==> config.mk <==
export PLATFORM = sky130hd
export DESIGN_NAME = dsa_step_controller
export DESIGN_NICKNAME = d
export VERILOG_FILES = /design/src/rtl/dsa_step_controller.sv
export SDC_FILE = /design/constraint.sdc
export NUM_CORES = 1
export LEC_CHECK = 0
export ABC_AREA = 1
export CAP_MARGIN = 10
export CORE_MARGIN = 2
export CORE_UTILIZATION = 55
export DETAILED_ROUTE_END_ITERATION = 10
export DONT_BUFFER_PORTS = 1
export HOLD_SLACK_MARGIN = 0.02
export PLACE_DENSITY = 0.77
export SLEW_MARGIN = 20
export SYNTH_ARGS = -nofsm -noshare
export SYNTH_HDL_FRONTEND = slang
export SYNTH_SLANG_ARGS = --single-unit
==> constraint.sdc <==
create_clock -name clk_i -period 1.4 [get_ports clk_i]
set_input_delay 0.21 -clock clk_i [delete_from_list [all_inputs] [get_ports clk_i]]
set_output_delay 0.21 -clock clk_i [all_outputs]
set_load 0.01 [all_outputs]
==> src/rtl/dsa_step_controller.sv <==
// -----------------------------------------------------------------------------
// dsa_step_controller
//
// Run / halt / single-step sequencer for the bilinear-interpolation DSA core.
// JTAG debug commands drive it. It gates the sequential and SIMD datapath
// FSMs through dsa_step_en_o. It also produces the capture/ack strobes that
// the debug register bank consumes.
//
// Optional feature macro: DSA_STEP_BREAKPOINT_EN
//   defined   -> pixel-coordinate breakpoint (bp_x/bp_y/bp_arm, comparator,
//                one-cycle bp_skip after resuming) is built in.
//   undefined -> no breakpoint logic. bp_hit_o is tied low. SET_BP and CLR_BP
//                behave as NOPs.
//
// Ports
//   clk_i            : clock
//   rst_ni           : asynchronous active-low reset
//   cmd_valid_i      : command valid. A command is accepted on every valid cycle.
//   cmd_ready_o      : constant 1 outside reset
//   cmd_op_i [2:0]   : opcode (NOP, RUN, HALT, STEP, SET_BP, CLR_BP, CLR_STATUS, rsvd)
//   cmd_arg_i[31:0]  : opcode argument
//   current_x_i/y_i  : datapath output coordinate
//   dsa_done_i       : datapath finished the frame
//   dsa_step_en_o    : clock-enable for both datapath FSMs
//   capture_enable_o : high whenever the controller is not free-running
//   step_ack_o       : one-cycle pulse following each step enable
//   halted_o         : controller is HALTED
//   bp_hit_o         : sticky breakpoint-taken flag
//   cmd_err_o        : one-cycle pulse for a dropped or reserved command
//   steps_left_o     : remaining steps in the current burst
// -----------------------------------------------------------------------------
module dsa_step_controller #(
  parameter int STEP_W       = 16,
  parameter bit RESET_HALTED = 1'b0
) (
  input  logic              clk_i,
  input  logic              rst_ni,
  input  logic              cmd_valid_i,
  output logic              cmd_ready_o,
  input  logic [2:0]        cmd_op_i,
  input  logic [31:0]       cmd_arg_i,
  input  logic [15:0]       current_x_i,
  input  logic [15:0]       current_y_i,
  input  logic              dsa_done_i,
  output logic              dsa_step_en_o,
  output logic              capture_enable_o,
  output logic              step_ack_o,
  output logic              halted_o,
  output logic              bp_hit_o,
  output logic              cmd_err_o,
  output logic [STEP_W-1:0] steps_left_o
);

  typedef enum logic [1:0] {
    ST_RUN        = 2'd0,
    ST_HALTED     = 2'd1,
    ST_STEP_ISSUE = 2'd2,
    ST_STEP_ACK   = 2'd3
  } state_t;

  localparam state_t RESET_STATE = RESET_HALTED ? ST_HALTED : ST_RUN;

  localparam logic [2:0] OP_RUN        = 3'd1;
  localparam logic [2:0] OP_HALT       = 3'd2;
  localparam logic [2:0] OP_STEP       = 3'd3;
  localparam logic [2:0] OP_SET_BP     = 3'd4;
  localparam logic [2:0] OP_CLR_BP     = 3'd5;
  localparam logic [2:0] OP_CLR_STATUS = 3'd6;
  localparam logic [2:0] OP_RSVD       = 3'd7;

  state_t              state_q, state_d;
  logic [STEP_W-1:0]   steps_left_q, steps_left_d;
  logic                cmd_err_q, cmd_err_d;
  logic                bp_match;
  logic [STEP_W-1:0]   step_arg;
  logic [STEP_W-1:0]   step_n;

  wire cmd_halt = cmd_valid_i && (cmd_op_i == OP_HALT);
  wire cmd_run  = cmd_valid_i && (cmd_op_i == OP_RUN);
  wire cmd_step = cmd_valid_i && (cmd_op_i == OP_STEP);

  assign step_arg = cmd_arg_i[STEP_W-1:0];
  // A zero-length burst would never issue an enable, so it is promoted to one step.
  assign step_n   = (step_arg == '0) ? STEP_W'(1) : step_arg;

`ifdef DSA_STEP_BREAKPOINT_EN
  logic        bp_arm_q;
  logic [15:0] bp_x_q, bp_y_q;
  logic        bp_skip_q;
  logic        bp_hit_q;

  assign bp_match = (state_q == ST_RUN) && bp_arm_q && !bp_skip_q &&
                    (current_x_i == bp_x_q) && (current_y_i == bp_y_q);

  always_ff @(posedge clk_i or negedge rst_ni) begin
    if (!rst_ni) begin
      bp_arm_q  <= 1'b0;
      bp_x_q    <= '0;
      bp_y_q    <= '0;
      bp_skip_q <= 1'b0;
      bp_hit_q  <= 1'b0;
    end else begin
      if (cmd_valid_i && cmd_op_i == OP_SET_BP) begin
        bp_arm_q <= 1'b1;
        bp_x_q   <= cmd_arg_i[15:0];
        bp_y_q   <= cmd_arg_i[31:16];
      end else if (cmd_valid_i && cmd_op_i == OP_CLR_BP) begin
        bp_arm_q <= 1'b0;
      end
      // Masks the comparator for the first RUN cycle after resuming.
      // Without it the datapath, still parked on the breakpoint pixel,
      // would trap again at once.
      bp_skip_q <= (state_q == ST_HALTED) && cmd_run;
      // Taking a breakpoint wins over a CLR_STATUS in the same cycle.
      if (bp_match)
        bp_hit_q <= 1'b1;
      else if (cmd_valid_i && cmd_op_i == OP_CLR_STATUS)
        bp_hit_q <= 1'b0;
    end
  end

  assign bp_hit_o = bp_hit_q;
`else
  logic unused_bp;
  assign unused_bp = ^{current_x_i, current_y_i, cmd_arg_i};
  assign bp_match  = 1'b0;
  assign bp_hit_o  = 1'b0;
`endif

  always_ff @(posedge clk_i or negedge rst_ni) begin
    if (!rst_ni) begin
      state_q      <= RESET_STATE;
      steps_left_q <= '0;
      cmd_err_q    <= 1'b0;
    end else begin
      state_q      <= state_d;
      steps_left_q <= steps_left_d;
      cmd_err_q    <= cmd_err_d;
    end
  end

  always_comb begin
    state_d      = state_q;
    steps_left_d = steps_left_q;
    cmd_err_d    = cmd_valid_i && (cmd_op_i == OP_RSVD);
    case (state_q)
      ST_RUN: begin
        if (bp_match || cmd_halt) state_d = ST_HALTED;
      end
      ST_HALTED: begin
        if (cmd_run) begin
          state_d = ST_RUN;
        end else if (cmd_step) begin
          state_d      = ST_STEP_ISSUE;
          steps_left_d = step_n;
        end
      end
      ST_STEP_ISSUE: begin
        // The enable of this cycle completes even when HALT arrives now.
        state_d = ST_STEP_ACK;
        if (cmd_halt) begin
          state_d      = ST_HALTED;
          steps_left_d = '0;
        end
      end
      ST_STEP_ACK: begin
        if (cmd_halt || dsa_done_i || steps_left_q == STEP_W'(1)) begin
          state_d      = ST_HALTED;
          steps_left_d = '0;
        end else begin
          state_d      = ST_STEP_ISSUE;
          steps_left_d = steps_left_q - STEP_W'(1);
        end
      end
      default: state_d = RESET_STATE;
    endcase
    // A burst in flight cannot be restarted or converted to free-run.
    if ((state_q == ST_STEP_ISSUE || state_q == ST_STEP_ACK) && (cmd_run || cmd_step))
      cmd_err_d = 1'b1;
  end

  assign cmd_ready_o      = rst_ni;
  assign dsa_step_en_o    = rst_ni && ((state_q == ST_STEP_ISSUE) ||
                                       (state_q == ST_RUN && !bp_match));
  assign capture_enable_o = (state_q != ST_RUN);
  assign halted_o         = (state_q == ST_HALTED);
  assign step_ack_o       = (state_q == ST_STEP_ACK);
  assign cmd_err_o        = cmd_err_q;
  assign steps_left_o     = steps_left_q;

endmodule

==> impl_metrics.py, run 1 <==
metrics = {
    "route": {
        "vias_per_cell": 5.49,
        "drc": 0,
        "antenna_left": 0,
        "post_drt_wl_per_cell_um": 14.2,
        "routed-via-count": 1614,
        "wl_mm": 4.19,
        "first_pass_iters": 4,
        "drt_iter0_markers": 61,
    },
    "yosys": {
        "yosys_warnings": 0,
        "yosysTopAreaCell": "dfrtp_1",
        "synth-simple-area-share_pct": 42.0,
        "syn_area_mm2": 0.00155,
        "synth_seq_area_share_pct": 30.8,
        "synth_top_family_by_area": "simple AND/OR/NAND/NOR gates",
        "synth_top_area_share_pct": 30.8,
        "synth.avg_cell_area_um2": 6.96,
        "synth_compound_area_share_pct": 14.6,
        "ys_top_cells_by_area": "dfrtp_1 (31%), nand2_1 (10%), nor2_1 (10%)",
        "ys_ff_latch": 19,
        "synth.mux.area_fraction_pct": 0,
        "synthesis.instances": 222,
        "synthXorXnorAreaFrac_pct": 1.70,
        "ys_types": 28,
        "synthAdderAreaFrac_pct": 1.62,
        "synthesis.nets": 295,
    },
    "placement": {
        "portBuffers": 0,
        "preCtsSetupSlack_ps": -70.6,
        "place_congestion": 0.871,
        "hpwl_mm": 3.03,
    },
    "setup_path": {
        "r2r_start": "steps_left_o[0]",
        "setup.worst_path.end": "steps_left_o[14]",
        "crit_fanout": 6,
        "ff2ff_setup_slack_ps": -100,
        "worstRegToRegCells": 9,
        "critPathKind": "reg -> reg",
        "end_kind": "flop",
        "r2r_end": "steps_left_o[14]",
        "worstPathRequired_ps": 1660,
        "cp-start-kind": "flop",
        "arrival_ps": 1760,
        "crit_start": "steps_left_o[0]",
    },
    "floorplanning": {
        "die_x_um": 57.0,
        "die_h_um": 57.0,
        "initial_core_util_pct": 57.0,
        "fp-row-count": 19,
        "io_pins": 94,
        "core_area_mm2": 0.00271,
        "die-area_mm2": 0.00325,
    },
    "sta": {
        "setup_ws_ps": -104,
        "fin_skew_ps": 10.9,
        "rsz0062_at_grt": "yes",
        "slew_headroom_pct": 39.7,
        "post-route-period-util_pct": 107,
        "finalHoldViolations": 0,
        "setup_tns_ps": -1270,
        "period_needed_ps": 1500,
        "slew_viol_final": 0,
        "worstMarginPinSlew_ps": 902,
        "setup_viol": 17,
        "fmax_ghz": 0.665,
    },
    "grt": {
        "grt_pass1_wl_mm": 6.62,
        "grt_start_max_net_pins": 20,
        "antenna_found_initial": 0,
        "grt_pass1_vias": 1558,
        "grtUsageTotal_pct": 26.2,
        "gr-total-overflow": 0,
    },
    "finish": {
        "drive_gt1_share_pct": 41.8,
        "final_common_cell": "buf_4",
        "area_growth_pct": 30.7,
        "layout_common_cells": "buf_4 (38), nand2_1 (37), nor2_1 (33)",
        "nets": 337,
        "fillers": 202,
        "antennaDiodeCount": 0,
    },
    "clock_network": {
        "cts.sinks": 19,
        "insertion_delay_ps": 320,
        "ctsLongestPathBuffers": 2,
        "root_buffer": "clkbuf_4",
        "cts_tree": "yes",
        "numCtsBuffers": 3,
        "cts.clk_slew.worst_paths_ps": 130,
        "htree_levels": 1,
    },
    "outcome": {
        "violations": "negative setup slack",
        "status": "finished, violations left",
    },
    "power": {
        "leakagePower_nw": 0.921,
        "ir_worst_vdd_mv": 1.55,
        "powerDensity_mw_per_mm2": 2110,
    },
    "run": {
        "cap_viol_max_count": 0,
    },
    "min_path": {
        "holdCritStartpoint": "cmd_op_i[0]",
        "hold_path.class": "in -> reg",
    },
}
==> repair_timing <==
| action | CTS | global route |
|---|---|---|
| hold buffers | 1 | 0 |
| setup buffers | 2 | 2 |
| endpoints found under the hold margin | 19 | 0 |
| resized for setup | 11 | 21 |
| pin swaps | 3 | 7 |
| setup endpoints to repair | 16 | 18 |
==> worst max-delay path, cell delays in order, from the launching register on <==
cell     delay [ps]
dfrtp_1         450
ha_2            230
nand2_2          90
nor2_2           40
nand2_2          90
nand2_4          80
nor2_8          120
buf_12          130
nand3_1          90
a21oi_2         130
==> cells by family (layout without fill, tap and decap cells) <==
| family | after synthesis | count (layout) |
|---|---|---|
| compound gates | 36 | 36 |
| buf+inv | 29 | 70 |
| flops | 19 | 19 |
| fa+ha+maj | 2 | 2 |
| xor+xnor | 3 | 3 |
| other cells | 1 | 1 |
| simple gates | 132 | 132 |
==> worst min-delay path by stage <==
stage / to / cells after the start / slack [ps]
2_1_floorplan: cmd_err_o / 0 / -90
3_3_place_gp: steps_left_o[5] / 0 / -80
3_5_place_dp: steps_left_o[5] / 0 / -90
4_1_cts: cmd_err_o / 2 / 20
5_1_grt: cmd_err_o / 2 / 30
6_report: cmd_err_o / 2 / 20
==> stage by stage <==
step	total power [mW]	hold slack, ps	area (µm²)	utilization [%]	cells
finish	4.27	21.1	2020	74.5	294
global route	4.59	25.1	2020	74.5	294
CTS	4.08	21.5	1930	71.2	292
detailed placement	3.65	-85.0	1850	68.1	285
global placement	3.56	-85.0	1850	68.1	285
floorplan	2.64	-85.6	1560	-	222
==> per-layer routing <==
metal / global-route usage, % / share of wire [%]
met2: 46.5 / 50
met3: 6.12 / 8.4
met5: 0 / 0
met1: 30.3 / 39
met4: 10.3 / 2.1
==> registers in the layout (all words and copies together) (netlist names) <==
name and cells:
state_q 2, cmd_err_o 1, steps_left_o 16
==> power breakdown <==
group	internal (mW)	switching (mW)	total, mW	leakage, nW
Combinational	1.28	1.61	2.89	0.686
Clock	0.109	0.203	0.312	0.0139
Sequential	0.820	0.241	1.06	0.220
Total	2.21	2.06	4.27	0.921
==> layout make-up <==
class | instances | area, µm² | area share, %
clock buffer | 3 | 22.5 | 1.12
tap | 31 | 38.8 | 1.92
multi-input combinational | 174 | 1020 | 50.6
timing repair buffer | 44 | 369 | 18.3
sequential | 19 | 477 | 23.6
clock inverter | 1 | 7.51 | 0.372
inverter | 22 | 82.6 | 4.09
==> synthesized netlist by cell type, drive strengths merged <==
library cell and count:
a21o 2, a21oi 28, a31oi 1, and2 1, buf 7, conb 1, dfrtp 19, ha 2
inv 22, nand2 50, nand3 26, nand4 4, nor2 49, o21ai 5, or2 2, xor2 3
Power figures use the tool's default switching activity.
==> run 2: changes to the inputs <==
ABC_AREA = unset   (was 1)
==> impl_metrics.py, run 2 <==
metrics = {
    "outcome": {
        "status": "finished, violations left",
        "violations": "negative setup slack",
    },
    "yosys": {
        "synth.avg_cell_area_um2": 9.37,
        "synthesis.nets": 222,
        "ys_top_cells_by_count": "dfrtp_1 (19), nand2_1 (15), nor2_1 (8), nor3_1 (7)",
        "synth_seq_area_share_pct": 34.1,
        "ys_ff_latch": 19,
        "ys.flop_type": "dfrtp_1",
        "ys_types": 57,
        "synth_top_area_share_pct": 34.1,
        "synth_edf_count": 0,
        "async_flop_share_pct": 100,
        "yosysTopAreaCell": "dfrtp_1",
        "synthesis.instances": 149,
        "syn_area_mm2": 0.00140,
        "yosys_warnings": 0,
        "synth.most_common_cell": "dfrtp_1",
        "ys_top_cells_by_area": "dfrtp_1 (34%), nand2_1 (4.0%), a221o_1 (2.9%)",
    },
    "power": {
        "ir_worst_vdd_mv": 1.74,
        "powerDensity_mw_per_mm2": 2320,
        "total_power_mw": 4.91,
        "leakagePower_nw": 0.939,
    },
    "floorplanning": {
        "die_h_um": 54.4,
        "fp-row-count": 18,
        "core_area_mm2": 0.00243,
        "io_pins": 94,
        "die-area_mm2": 0.00296,
        "initial_core_util_pct": 57.4,
        "die_x_um": 54.4,
    },
    "setup_path": {
        "critPathSlowestCell": "or4_4",
        "slowest_delay_ps": 570,
        "cp_num_buf_inv": 0,
        "crit_fanout": 3,
        "cp_top_family": "simple AND/OR/NAND/NOR gates",
        "cp-start-kind": "flop",
        "end_kind": "flop",
        "worstPathRequired_ps": 1640,
        "critPathKind": "reg -> reg",
        "arrival_ps": 2210,
        "path_cells": "or4_4 -> or3_4 -> o2111ai_4 -> o2bb2ai_1 -> a21o_1",
    },
    "clock_network": {
        "ctsLongestPathBuffers": 2,
        "numCtsBuffers": 3,
        "htree_levels": 1,
        "root_buffer": "clkbuf_4",
        "cts.sinks": 19,
        "cts_tree": "yes",
        "cts.clk_slew.worst_paths_ps": 130,
        "insertion_delay_ps": 330,
    },
    "sta": {
        "fmax_ghz": 0.507,
        "period_needed_ps": 1970,
        "rsz0062_at_grt": "yes",
        "setup_viol": 19,
        "post-route-period-util_pct": 141,
        "finalHoldViolations": 0,
        "slew_headroom_pct": 37.8,
        "fin_skew_ps": 11.5,
        "slew_viol_final": 0,
        "worstMarginPinSlew_ps": 930,
        "setup_ws_ps": -573,
    },
    "min_path": {
        "hold_path.class": "in -> reg",
    },
    "finish": {
        "layout_common_cells": "buf_4 (51), dfrtp_1 (17), nand2_1 (13)",
        "fin_area_mm2": 0.00212,
        "drive_gt1_share_pct": 50.2,
        "nets": 285,
        "area_growth_pct": 51.5,
        "antennaDiodeCount": 0,
        "final_common_cell": "buf_4",
        "largest_reg_flops": 16,
    },
    "placement": {
        "portBuffers": 0,
        "hpwl_mm": 3.41,
        "preCtsSetupSlack_ps": -589,
        "placed_cell_area_mm2": 0.00178,
        "place_congestion": 0.937,
    },
    "grt": {
        "gr-total-overflow": 0,
        "grt_pass1_wl_mm": 7.97,
        "grt_pass1_vias": 1665,
        "antenna_found_initial": 0,
        "grt_start_max_net_pins": 20,
        "grtUsageTotal_pct": 38.7,
    },
    "run": {
        "cap_viol_max_count": 0,
    },
    "route": {
        "drt_iter0_markers": 124,
        "routed-via-count": 1724,
        "drc": 0,
        "antenna_left": 0,
        "post_drt_wl_per_cell_um": 24.4,
        "first_pass_iters": 5,
        "vias_per_cell": 7.15,
        "wl_mm": 5.89,
    },
}
run 2: cell types whose count changed after synthesis, sizes merged, moves of 5 or more:
cell / delta
a21oi: -23
nor4: +8
nand2: -34
nand3: -22
nor2: -41
inv: -19
nor2b: +5
nor3: +10
o21ai: +5
run 2: timing repair:
| item | 4_1_cts | 5_1_grt |
|---|---|---|
| pin swaps | 20 | 8 |
| gates cloned | 1 | 0 |
| setup endpoints to repair | 19 | 20 |
| hold buffers | 4 | 1 |
| buffers inserted | 4 | 5 |
| hold endpoints to repair | 21 | 1 |
| gates resized for setup | 29 | 13 |
run 2: through the flow:
step | instances | util, % | setup TNS [ps] | hold slack (ps)
4_1_cts | 236 | 83.0 | -8500 | 27.8
3_5_place_dp | 223 | 73.4 | -8480 | -85.1
6_report | 241 | 87.0 | -9260 | 25.6
2_1_floorplan | 149 | - | -7920 | -85.6
3_3_place_gp | 223 | 73.4 | -7300 | -85.1
5_1_grt | 241 | 87.0 | -10150 | 33.1
run 2: logic make-up (layout without fill, tap and decap cells):
group | count (synthesis) | in the layout | synth area share, %
flops | 19 | 19 | 34.1
simple gates | 71 | 72 | 33.6
other cells | 1 | 1 | 0.269
xor+xnor | 1 | 1 | 0.627
mux | 1 | 1 | 0.717
buf+inv | 9 | 70 | 4.48
compound gates | 45 | 45 | 24.5
fa+ha+maj | 2 | 2 | 1.79
run 2: cell type report:
cell class / instances / area [µm²]
multi-input cells: 122 / 1040
repair buffers: 63 / 520
flip-flops and latches: 19 / 478
fillers: 118 / 317
well taps: 30 / 37.5
clock buffers: 3 / 22.5
inverters: 3 / 11.3
clock inverters: 1 / 5.00
run 2: report_power, final:
| part | switching, mW | internal [mW] |
|---|---|---|
| clock network | 0.206 | 0.107 |
| registers | 0.192 | 0.770 |
| logic | 1.95 | 1.69 |
run 2: worst paths after layout:
path	start	end	slack, ps	cells past startpoint
setup / recovery	steps_left_o[13]	steps_left_o[15]	-570	5
hold / removal	dsa_done_i	state_q[0]	30	2
setup reg to reg	steps_left_o[13]	steps_left_o[15]	-570	5
hold reg to reg	steps_left_o[9]	steps_left_o[9]	650	2
max in group asynchronous	rst_ni	steps_left_o[11]	330	1
min in group asynchronous	rst_ni	state_q[0]	450	1
run 2: layer usage:
metal	up-vias	GRT usage, %	wire (µm)
li1	702	-	-
met1	812	44.8	2020
met2	161	66.9	2810
met3	49	9.29	682
met4	0	18.3	369
met5	-	0	0
